$ cat src/rtl/falling_char_engine.sv
// Falling-character game engine: slot table, key matching, per-frame gravity sweep
// and miss/score accounting behind a RUN/ADVANCE/OVER controller.
module falling_char_engine #(
  parameter int SLOTS      = 8,
  parameter int FLOOR      = 480,
  parameter int MISS_LIMIT = 5,
  parameter int SPEED_W    = 3,
  localparam int IDX_W     = (SLOTS > 1) ? $clog2(SLOTS) : 1
) (
  input  logic               clk,
  input  logic               rst,
  input  logic               spawn_valid,
  output logic               spawn_ready,
  input  logic [7:0]         spawn_char,
  input  logic [9:0]         spawn_x,
  input  logic [SPEED_W-1:0] spawn_speed,
  input  logic               frame_tick,
  input  logic               key_valid,
  input  logic [7:0]         key_char,
  input  logic [IDX_W-1:0]   rd_idx,
  output logic               rd_active,
  output logic [7:0]         rd_char,
  output logic [9:0]         rd_x,
  output logic [9:0]         rd_y,
  output logic               hit_pulse,
  output logic               miss_pulse,
  output logic [15:0]        score,
  output logic [3:0]         miss_count,
  output logic               gameover
);

  typedef enum logic [1:0] {RUN, ADVANCE, OVER} state_e;

  state_e             state_q, state_d;
  logic [IDX_W-1:0]   sweep_q, sweep_d;
  logic               active_q [SLOTS];
  logic               active_d [SLOTS];
  logic [7:0]         char_q   [SLOTS];
  logic [7:0]         char_d   [SLOTS];
  logic [9:0]         x_q      [SLOTS];
  logic [9:0]         x_d      [SLOTS];
  logic [9:0]         y_q      [SLOTS];
  logic [9:0]         y_d      [SLOTS];
  logic [SPEED_W-1:0] speed_q  [SLOTS];
  logic [SPEED_W-1:0] speed_d  [SLOTS];
  logic [15:0]        score_q, score_d;
  logic [3:0]         miss_q, miss_d;
  logic               hit_q, hit_d;
  logic               missp_q, missp_d;
  logic               over_q, over_d;

  logic               free_found;
  logic [IDX_W-1:0]   free_idx;
  logic               hit_found;
  logic [IDX_W-1:0]   hit_idx;
  logic [9:0]         hit_y;
  logic [10:0]        y_sum;

  always_comb begin
    state_d = state_q;
    sweep_d = sweep_q;
    active_d = active_q;
    char_d   = char_q;
    x_d      = x_q;
    y_d      = y_q;
    speed_d  = speed_q;
    score_d  = score_q;
    miss_d   = miss_q;
    hit_d    = 1'b0;
    missp_d  = 1'b0;
    over_d   = over_q;
    y_sum    = '0;

    // Lowest-index free slot: scan high to low so the last write wins.
    free_found = 1'b0;
    free_idx   = '0;
    for (int i = SLOTS - 1; i >= 0; i--) begin
      if (!active_q[i]) begin
        free_found = 1'b1;
        free_idx   = IDX_W'(i);
      end
    end

    // Deepest matching slot; strict compare keeps the lowest index on ties.
    hit_found = 1'b0;
    hit_idx   = '0;
    hit_y     = '0;
    for (int i = 0; i < SLOTS; i++) begin
      if (active_q[i] && char_q[i] == key_char && (!hit_found || y_q[i] > hit_y)) begin
        hit_found = 1'b1;
        hit_idx   = IDX_W'(i);
        hit_y     = y_q[i];
      end
    end

    spawn_ready = (state_q == RUN) && free_found;

    case (state_q)
      RUN: begin
        if (spawn_valid && spawn_ready) begin
          active_d[free_idx] = 1'b1;
          char_d[free_idx]   = spawn_char;
          x_d[free_idx]      = spawn_x;
          y_d[free_idx]      = '0;
          speed_d[free_idx]  = (spawn_speed == '0) ? SPEED_W'(1) : spawn_speed;
        end
        if (key_valid && hit_found) begin
          active_d[hit_idx] = 1'b0;
          char_d[hit_idx]   = '0;
          x_d[hit_idx]      = '0;
          y_d[hit_idx]      = '0;
          speed_d[hit_idx]  = '0;
          hit_d             = 1'b1;
          if (score_q != 16'hFFFF) score_d = score_q + 16'd1;
        end
        if (frame_tick) begin
          state_d = ADVANCE;
          sweep_d = '0;
        end
      end
      ADVANCE: begin
        if (active_q[sweep_q]) begin
          y_sum = {1'b0, y_q[sweep_q]} + 11'(speed_q[sweep_q]);
          if (y_sum >= 11'(FLOOR)) begin
            active_d[sweep_q] = 1'b0;
            char_d[sweep_q]   = '0;
            x_d[sweep_q]      = '0;
            y_d[sweep_q]      = '0;
            speed_d[sweep_q]  = '0;
            missp_d           = 1'b1;
            if (miss_q != 4'hF) miss_d = miss_q + 4'd1;
          end else begin
            y_d[sweep_q] = y_sum[9:0];
          end
        end
        if (sweep_q == IDX_W'(SLOTS - 1)) begin
          if (miss_d >= 4'(MISS_LIMIT)) begin
            state_d = OVER;
            over_d  = 1'b1;
          end else begin
            state_d = RUN;
          end
        end else begin
          sweep_d = sweep_q + IDX_W'(1);
        end
      end
      default: begin
        state_d = OVER;
      end
    endcase
  end

  always_ff @(posedge clk) begin
    if (rst) begin
      state_q <= RUN;
      sweep_q <= '0;
      for (int i = 0; i < SLOTS; i++) begin
        active_q[i] <= 1'b0;
        char_q[i]   <= '0;
        x_q[i]      <= '0;
        y_q[i]      <= '0;
        speed_q[i]  <= '0;
      end
      score_q <= '0;
      miss_q  <= '0;
      hit_q   <= 1'b0;
      missp_q <= 1'b0;
      over_q  <= 1'b0;
    end else begin
      state_q  <= state_d;
      sweep_q  <= sweep_d;
      active_q <= active_d;
      char_q   <= char_d;
      x_q      <= x_d;
      y_q      <= y_d;
      speed_q  <= speed_d;
      score_q  <= score_d;
      miss_q   <= miss_d;
      hit_q    <= hit_d;
      missp_q  <= missp_d;
      over_q   <= over_d;
    end
  end

  assign rd_active  = active_q[rd_idx];
  assign rd_char    = char_q[rd_idx];
  assign rd_x       = x_q[rd_idx];
  assign rd_y       = y_q[rd_idx];
  assign hit_pulse  = hit_q;
  assign miss_pulse = missp_q;
  assign score      = score_q;
  assign miss_count = miss_q;
  assign gameover   = over_q;

endmodule
$ cat config.mk
export PLATFORM = sky130hd
export DESIGN_NAME = falling_char_engine
export DESIGN_NICKNAME = d
export VERILOG_FILES = /design/src/rtl/falling_char_engine.sv
export SDC_FILE = /design/constraint.sdc
export NUM_CORES = 1
export LEC_CHECK = 0
export CORE_MARGIN = 5
export CORE_UTILIZATION = 60
export CTS_BUF_LIST = sky130_fd_sc_hd__clkbuf_2 sky130_fd_sc_hd__clkbuf_4 sky130_fd_sc_hd__clkbuf_8
export CTS_CLUSTER_DIAMETER = 200
export DETAILED_ROUTE_END_ITERATION = 6
export PLACE_DENSITY = 0.79
export SYNTH_ARGS = -nofsm -noshare
export SYNTH_HDL_FRONTEND = slang
export SYNTH_SLANG_ARGS = --single-unit
$ cat constraint.sdc
create_clock -name clk -period 50 [get_ports clk]
set_clock_uncertainty 0.05 [all_clocks]
set_input_delay 10 -clock clk [delete_from_list [all_inputs] [get_ports clk]]
set_output_delay 10 -clock clk [all_outputs]
set_load 0.02 [all_outputs]
## Word-level counts from Yosys, hierarchy flattened

Index checks and enable logic that the tools add are counted.

- Reductions and logical operators: 46
- Magnitude comparators: 16
- Bitwise logic cells: 28
- $add $sub $neg: 4
- Multiplexer cells: 131
- Equal/unequal tests: 17

Operator list:

| operator | number |
|---|---|
| two-way mux 80 bit | 10 |
| bitwise AND 80 bit | 5 |
| two-way mux 64 bit | 5 |
| one-hot mux 80 bit (2 select lines) | 2 |
| inverter 80 bit | 3 |
| bitwise mux 80 bit | 2 |
| two-way mux 10 bit | 16 |
| bitwise AND 64 bit | 2 |
| inverter 64 bit | 2 |
| one-hot mux 64 bit (2 select lines) | 1 |
| two-way mux 24 bit | 5 |
| binary-select mux 10 bit (select 3 bit) | 3 |
| demux 10 bit (select 3 bit) | 3 |
| two-way mux 8 bit | 10 |
| demux 8 bit (select 3 bit) | 3 |
| > comparator 10 bit | 7 |
| two-way mux 3 bit | 22 |
| bitwise mux 64 bit | 1 |
| equality test 8 bit | 8 |
| bitwise AND 24 bit | 2 |
| inverter 24 bit | 2 |
| one-hot mux 24 bit (2 select lines) | 1 |
| demux 3 bit (select 3 bit) | 3 |
| two-way mux 1 bit | 26 |
| other kinds (38) | 98 |

- Word-level logic and storage cells: 289
- Bits of input ports: 37
- Bits in registers: 284
- Output and inout port bits: 53

## Depth between registers and ports, before layout

- Depth after elaboration: 40
- Gate-level depth with buffers: 75
- Gate-level depth less buffers: 64

## Worst setup path before layout

No wires, ideal clock.

- Kind: input port to flip-flop
- Start: input key_char[5]
- End: register char_q[56] (netlist name)
- Slack: 26.284 ns
- Buffers on the path: 12
- Setup time: 0.117 ns
- Cell stages on the path: 72
- Arrival time: 23.550 ns
- Data required time: 49.833 ns
- Cells stage by stage: buf_4 xnor2_1 nand3_1 nor3_2 nand2_1 ha_1 a21o_1 a21o_1 a221oi_1 o211ai_1 clkbuf_1 clkbuf_1 a21o_1 and2_1 ha_1 a21oi_1 o21a_1 o2111ai_1 (+36 left out) a21oi_1 o211ai_1 nand3_1 and2_1 nor2_1 clkbuf_1 o22ai_1 ha_1 a211oi_1 nor2_1 nor2_1 a31oi_1 a221oi_1 and4_4 a211oi_1 o31a_1 buf_6 a22o_1

- Longest elaborated chain between the ends: 40
- Elaborated cells on any way between the ends: 77
- Classes of those cells: order compare (9); eq/ne (8); mux (26); bitwise (3); reduce/logical (31)

Ends and longest elaborated chain:

| what | line | source |
|---|---|---|
| from (decl) | 19 | `input logic [7:0] key_char,` |
| equality test 8 bit | 89 | `if (active_q[i] && char_q[i] == key_char && (!hit_found \|\| y_q[i] > hit_y)) begin` |
| logical AND 1 bit | 89 |  |
| two-way mux 10 bit / two-way mux 1 bit (equally long branches) | 89 |  |
| > comparator 10 bit / zero test 1 bit (equally long branches) | 89 |  |
| logical OR 1 bit | 89 |  |
| logical AND 1 bit | 89 |  |
| two-way mux 10 bit / two-way mux 1 bit (equally long branches) | 89 |  |
| > comparator 10 bit / zero test 1 bit (equally long branches) | 89 |  |
| (+24 left out) | -- |  |
| >= comparator 4 bit (not written as such) / less-than comparator 4 x 1 -> 1 bit (equally long branches) | 109 | `char_d[hit_idx] = '0;` |
| logical AND 1 bit (not written as such) | 109 |  |
| two-way mux 8 bit (not written as such) | 109 |  |
| demux 8 bit (select 3 bit) | 109 |  |
| inverter 64 bit (no line) | -- |  |
| bitwise AND 64 bit (no line) | -- |  |
| two-way mux 64 bit * | 107 | `if (key_valid && hit_found) begin` |
| one-hot mux 64 bit (2 select lines) * | 98 | `case (state_q)` |
| to (signal assigned) | 173 | `char_q <= char_d;` |
| to (decl) | 38 | `logic [7:0] char_q [SLOTS];` |

Mark *: on every way between the ends. The rest lies on a longest branch, timed or not.
A chain may end at the register's enable or synchronous reset.

## Final worst setup path

- Start: input key_char[1]
- End: register x_q[76] (netlist name)

- Longest elaborated chain between the ends: 40
- Elaborated cells on any way between the ends: 77
- Classes of those cells: order compare (9); eq/ne (8); mux (26); bitwise (3); reduce/logical (31)

Ends and longest elaborated chain:

| what | line | source |
|---|---|---|
| equality test 8 bit | 89 |  |
| logical AND 1 bit | 89 |  |
| two-way mux 10 bit / two-way mux 1 bit (equally long branches) | 89 |  |
| > comparator 10 bit / zero test 1 bit (equally long branches) | 89 |  |
| logical OR 1 bit | 89 |  |
| logical AND 1 bit | 89 |  |
| two-way mux 10 bit / two-way mux 1 bit (equally long branches) | 89 |  |
| > comparator 10 bit / zero test 1 bit (equally long branches) | 89 |  |
| (+24 left out) | -- |  |
| >= comparator 4 bit (not written as such) / less-than comparator 4 x 1 -> 1 bit (equally long branches) | 110 | `x_d[hit_idx] = '0;` |
| logical AND 1 bit (not written as such) | 110 |  |
| two-way mux 10 bit (not written as such) | 110 |  |
| demux 10 bit (select 3 bit) | 110 |  |
| inverter 80 bit (no line) | -- |  |
| bitwise AND 80 bit (no line) | -- |  |
| two-way mux 80 bit * | 107 |  |
| one-hot mux 80 bit (2 select lines) * | 98 |  |
| to (signal, indexed assignment) | 160 | `x_q[i] <= '0;` |
| to (signal assigned) | 174 | `x_q <= x_d;` |
| to (decl) | 40 | `logic [9:0] x_q [SLOTS];` |

Marked as above.

==> run_results.csv <==
group,metric,value,unit
outcome,status,"completed",
detailed_routing,vias,15100,
worst_hold_path,hold_path_startpoint,"x_q[40]",
worst_hold_path,hp-class,"reg2reg",
die,dieWidth,175,um
global_routing,grt_pass1_wl,86700,um
synth,ys_top_cells_by_area,"dfxtp_1 35%, a22o_1 11%, mux4_2 9.6%, ha_1 5.9%, nor2_1 3.0%",
synth,synth_area_leader_cell,"dfxtp_1",
synth,syn_area,16400,um^2
sta,rsz0062_at_grt,"no",
detailed_routing,drc,0,
power_and_ir_drop,pwr-share-comb,8.6,%
synth,yosys-top-cells-count,"284 x dfxtp_1, 200 x a22o_1, 130 x nor2_1",
die,die_area,30700,um^2
clock_network,clock_latency,0.59,ns
synth,synth_cell_types,87,
detailed_routing,dr_wl_met2,24900,um
final_layout,post-route-util,68.1,%
sta,hold_viol,0,
power_and_ir_drop,p_sw_share,25.8,%
worst_setup_path,r2r_start,"char_q[57]",
detailed_routing,post_drt_wl_per_cell,26.9,um
synth,synth.avg_cell_area,9.68,um^2
worst_setup_path,crit_top_cell,"ha_1",
clock_network,cts_setup_buffers,0,
synth,syn_inst,1692,
detailed_routing,drtIter0Drc,1896,
synth,async_flop_share,0,%
clock_network,post_cts_resized,0,
place,post-dp-hpwl,39400,um
worst_setup_path,max_stage_delay,0.97,ns
worst_setup_path,crit_type,"in2reg",
detailed_routing,wl_met1,21300,um
detailed_routing,drt_wl_total,56400,um
synth,ys_ff_latch,284,
worst_setup_path,crit_path_start,"key_char[1]",
sta,setup_tns,0,ns
detailed_routing,top_layer,"met4",
synth,yosysMostFrequentCell,"dfxtp_1",
worst_setup_path,end_kind,"flop",
sta,relSlewSlack,17.5,%
power_and_ir_drop,intPower,0.367,mW
synth,synth_top_area_share,34.7,%
sta,timing.fmax,36.3,MHz
sta,maxSlewViolCount,0,
die,initial_core_util,60.8,%
sta,tightestPinTransition,1.23,ns
synth,ys.flop_type,"dfxtp_1",
synth,synth_nets,1807,
clock_network,cts_sinks,284,
global_routing,grt_pass1_vias,14800,
sta,finalCritPeriodShare,55.0,%
global_routing,grtUsageTotal,35.8,%
final_layout,syn_to_final_growth,12.0,%
power_and_ir_drop,pwr-share-seq,46.6,%
detailed_routing,dr.pass1.iters,7,
place,port_buffers,89,
sta,setup_viol,0,
final_layout,drive_gt1_share,14.5,%
die,dieHeight,175,um
place,dp.cells,2016,
global_routing,grt_max_degree,59,
worst_setup_path,crit_required,50.42,ns
final_layout,nets,1839,
detailed_routing,wl_met3,6400,um
worst_setup_path,cp_max_fo,28,
power_and_ir_drop,p_leak,7.02,nW
detailed_routing,final_antenna_net_count,0,
clock_network,cts-htree-levels,2,
clock_network,clock_path_buffers,3,
place,gp_congestion,1.03,
worst_setup_path,worstSetupStartpointType,"input pin",
die,core,27000,um^2
job,drv_cap,0,
clock_network,root_buffer,"clkbuf_8",
global_routing,grt.overflow.total,0,
clock_network,postCtsHoldBufs,0,
final_layout,stdcell_count,2096,
clock_network,clk_pin_slew,0.06,ns
die,ios,90,
power_and_ir_drop,p_switching,0.127,mW
global_routing,antenna_found_initial,0,
synth,synth_warnings,0,
power_and_ir_drop,vdd_ir_drop_max,0.0250,mV
worst_setup_path,crit_family,"simple AND/OR/NAND/NOR gates",
die,num_rows,60,
sta,fin_crit,27.52,ns
power_and_ir_drop,power_density,26.9,nW/um^2
worst_setup_path,critPathArrivalTime,27.94,ns
detailed_routing,viasPerCell,7.19,
power_and_ir_drop,clock_power_share,44.9,%
clock_network,cts_tree,"yes",
worst_setup_path,cp.buffers_inverters,2,
synth,synth_edf_count,0,
final_layout,num_antenna_cells,0,
worst_setup_path,crit_slowest_cell,"nor4_1",
synth,seq_area_frac_synth,34.7,%
clock_network,cts_inserted_buffers,47,
## final timing paths
kind,end,slack [ns],depth (start not counted)
worst max-delay path,x_q[76],22.48,64
worst min-delay path,x_q[40],0.43,1
worst max register to register,x_q[76],32.32,63
worst min register to register,x_q[40],0.43,1
## sequential cells by signal (all words and copies together), names as in the netlist
name / count
active_q: 8
char_q: 64
gameover: 1
hit_pulse: 1
miss_count: 4
miss_pulse: 1
score: 16
speed_q: 24
state_q: 2
sweep_q: 3
x_q: 80
y_q: 80
## through the flow
step	setup slack [ns]	cell area, um^2	hold WS (ns)	power [mW]
detailed placement	22.35	17300	0.410	0.276
CTS	22.93	18400	0.425	0.494
floorplan	26.28	16400	0.392	0.262
global route	21.40	18400	0.440	0.507
global placement	22.69	17300	0.406	0.275
finish	22.48	18400	0.427	0.494
## routing by layer
| metal | GRT usage [%] | vias to the layer above |
|---|---|---|
| li1 | - | 6522 |
| met1 | 46.1 | 7247 |
| met2 | 56.1 | 1003 |
| met3 | 8.11 | 294 |
| met4 | 19.3 | 0 |
| met5 | 0 | - |
## cell type report
type	instances	area, um^2
Clock buffer	72	935
Inverter	30	113
Multi-Input combinational cell	1246	10000
Sequential cell	284	5690
Fill cell	2108	8590
Clock inverter	8	96.3
Tap cell	341	427
Timing Repair Buffer	115	1070
## power groups by stage
stage          registers [mW]  clock network (mW)  logic [mW]
2_1_floorplan           0.234                   0      0.0281
3_3_place_gp            0.235                   0      0.0403
3_5_place_dp            0.235                   0      0.0408
4_1_cts                 0.230               0.223      0.0410
5_1_grt                 0.230               0.233      0.0441
6_report                0.230               0.222      0.0423
## cells in the final DEF (no fill, tap or decap), types with 16 or more instances in the layout
cell type / count
clkdlybuf4s50_1: 85
a22oi_1: 45
buf_4: 28
ha_1: 77
dfxtp_1: 284
nor3_1: 26
inv_1: 28
o21ai_0: 44
nand2_1: 95
o22ai_1: 20
clkbuf_8: 63
nor2_1: 126
nor2b_1: 29
a21o_1: 26
and2_1: 27
mux2_2: 32
nand3_1: 36
xor2_1: 36
mux4_2: 70
xnor2_1: 49
a31oi_1: 16
a21oi_1: 70
nand4_1: 35
a22o_1: 200
## cells by family after synthesis
family,count (synthesis),synth area share (%)
flip-flops,284,34.7
adder cells (fa/ha/maj),78,6.00
AO/OA/AOI/OAI,521,24.2
AND/OR/NAND/NOR,448,13.6
multiplexers,114,12.6
buffers and inverters,162,4.38
XOR/XNOR,85,4.54
(Power assumes the default switching activity.)
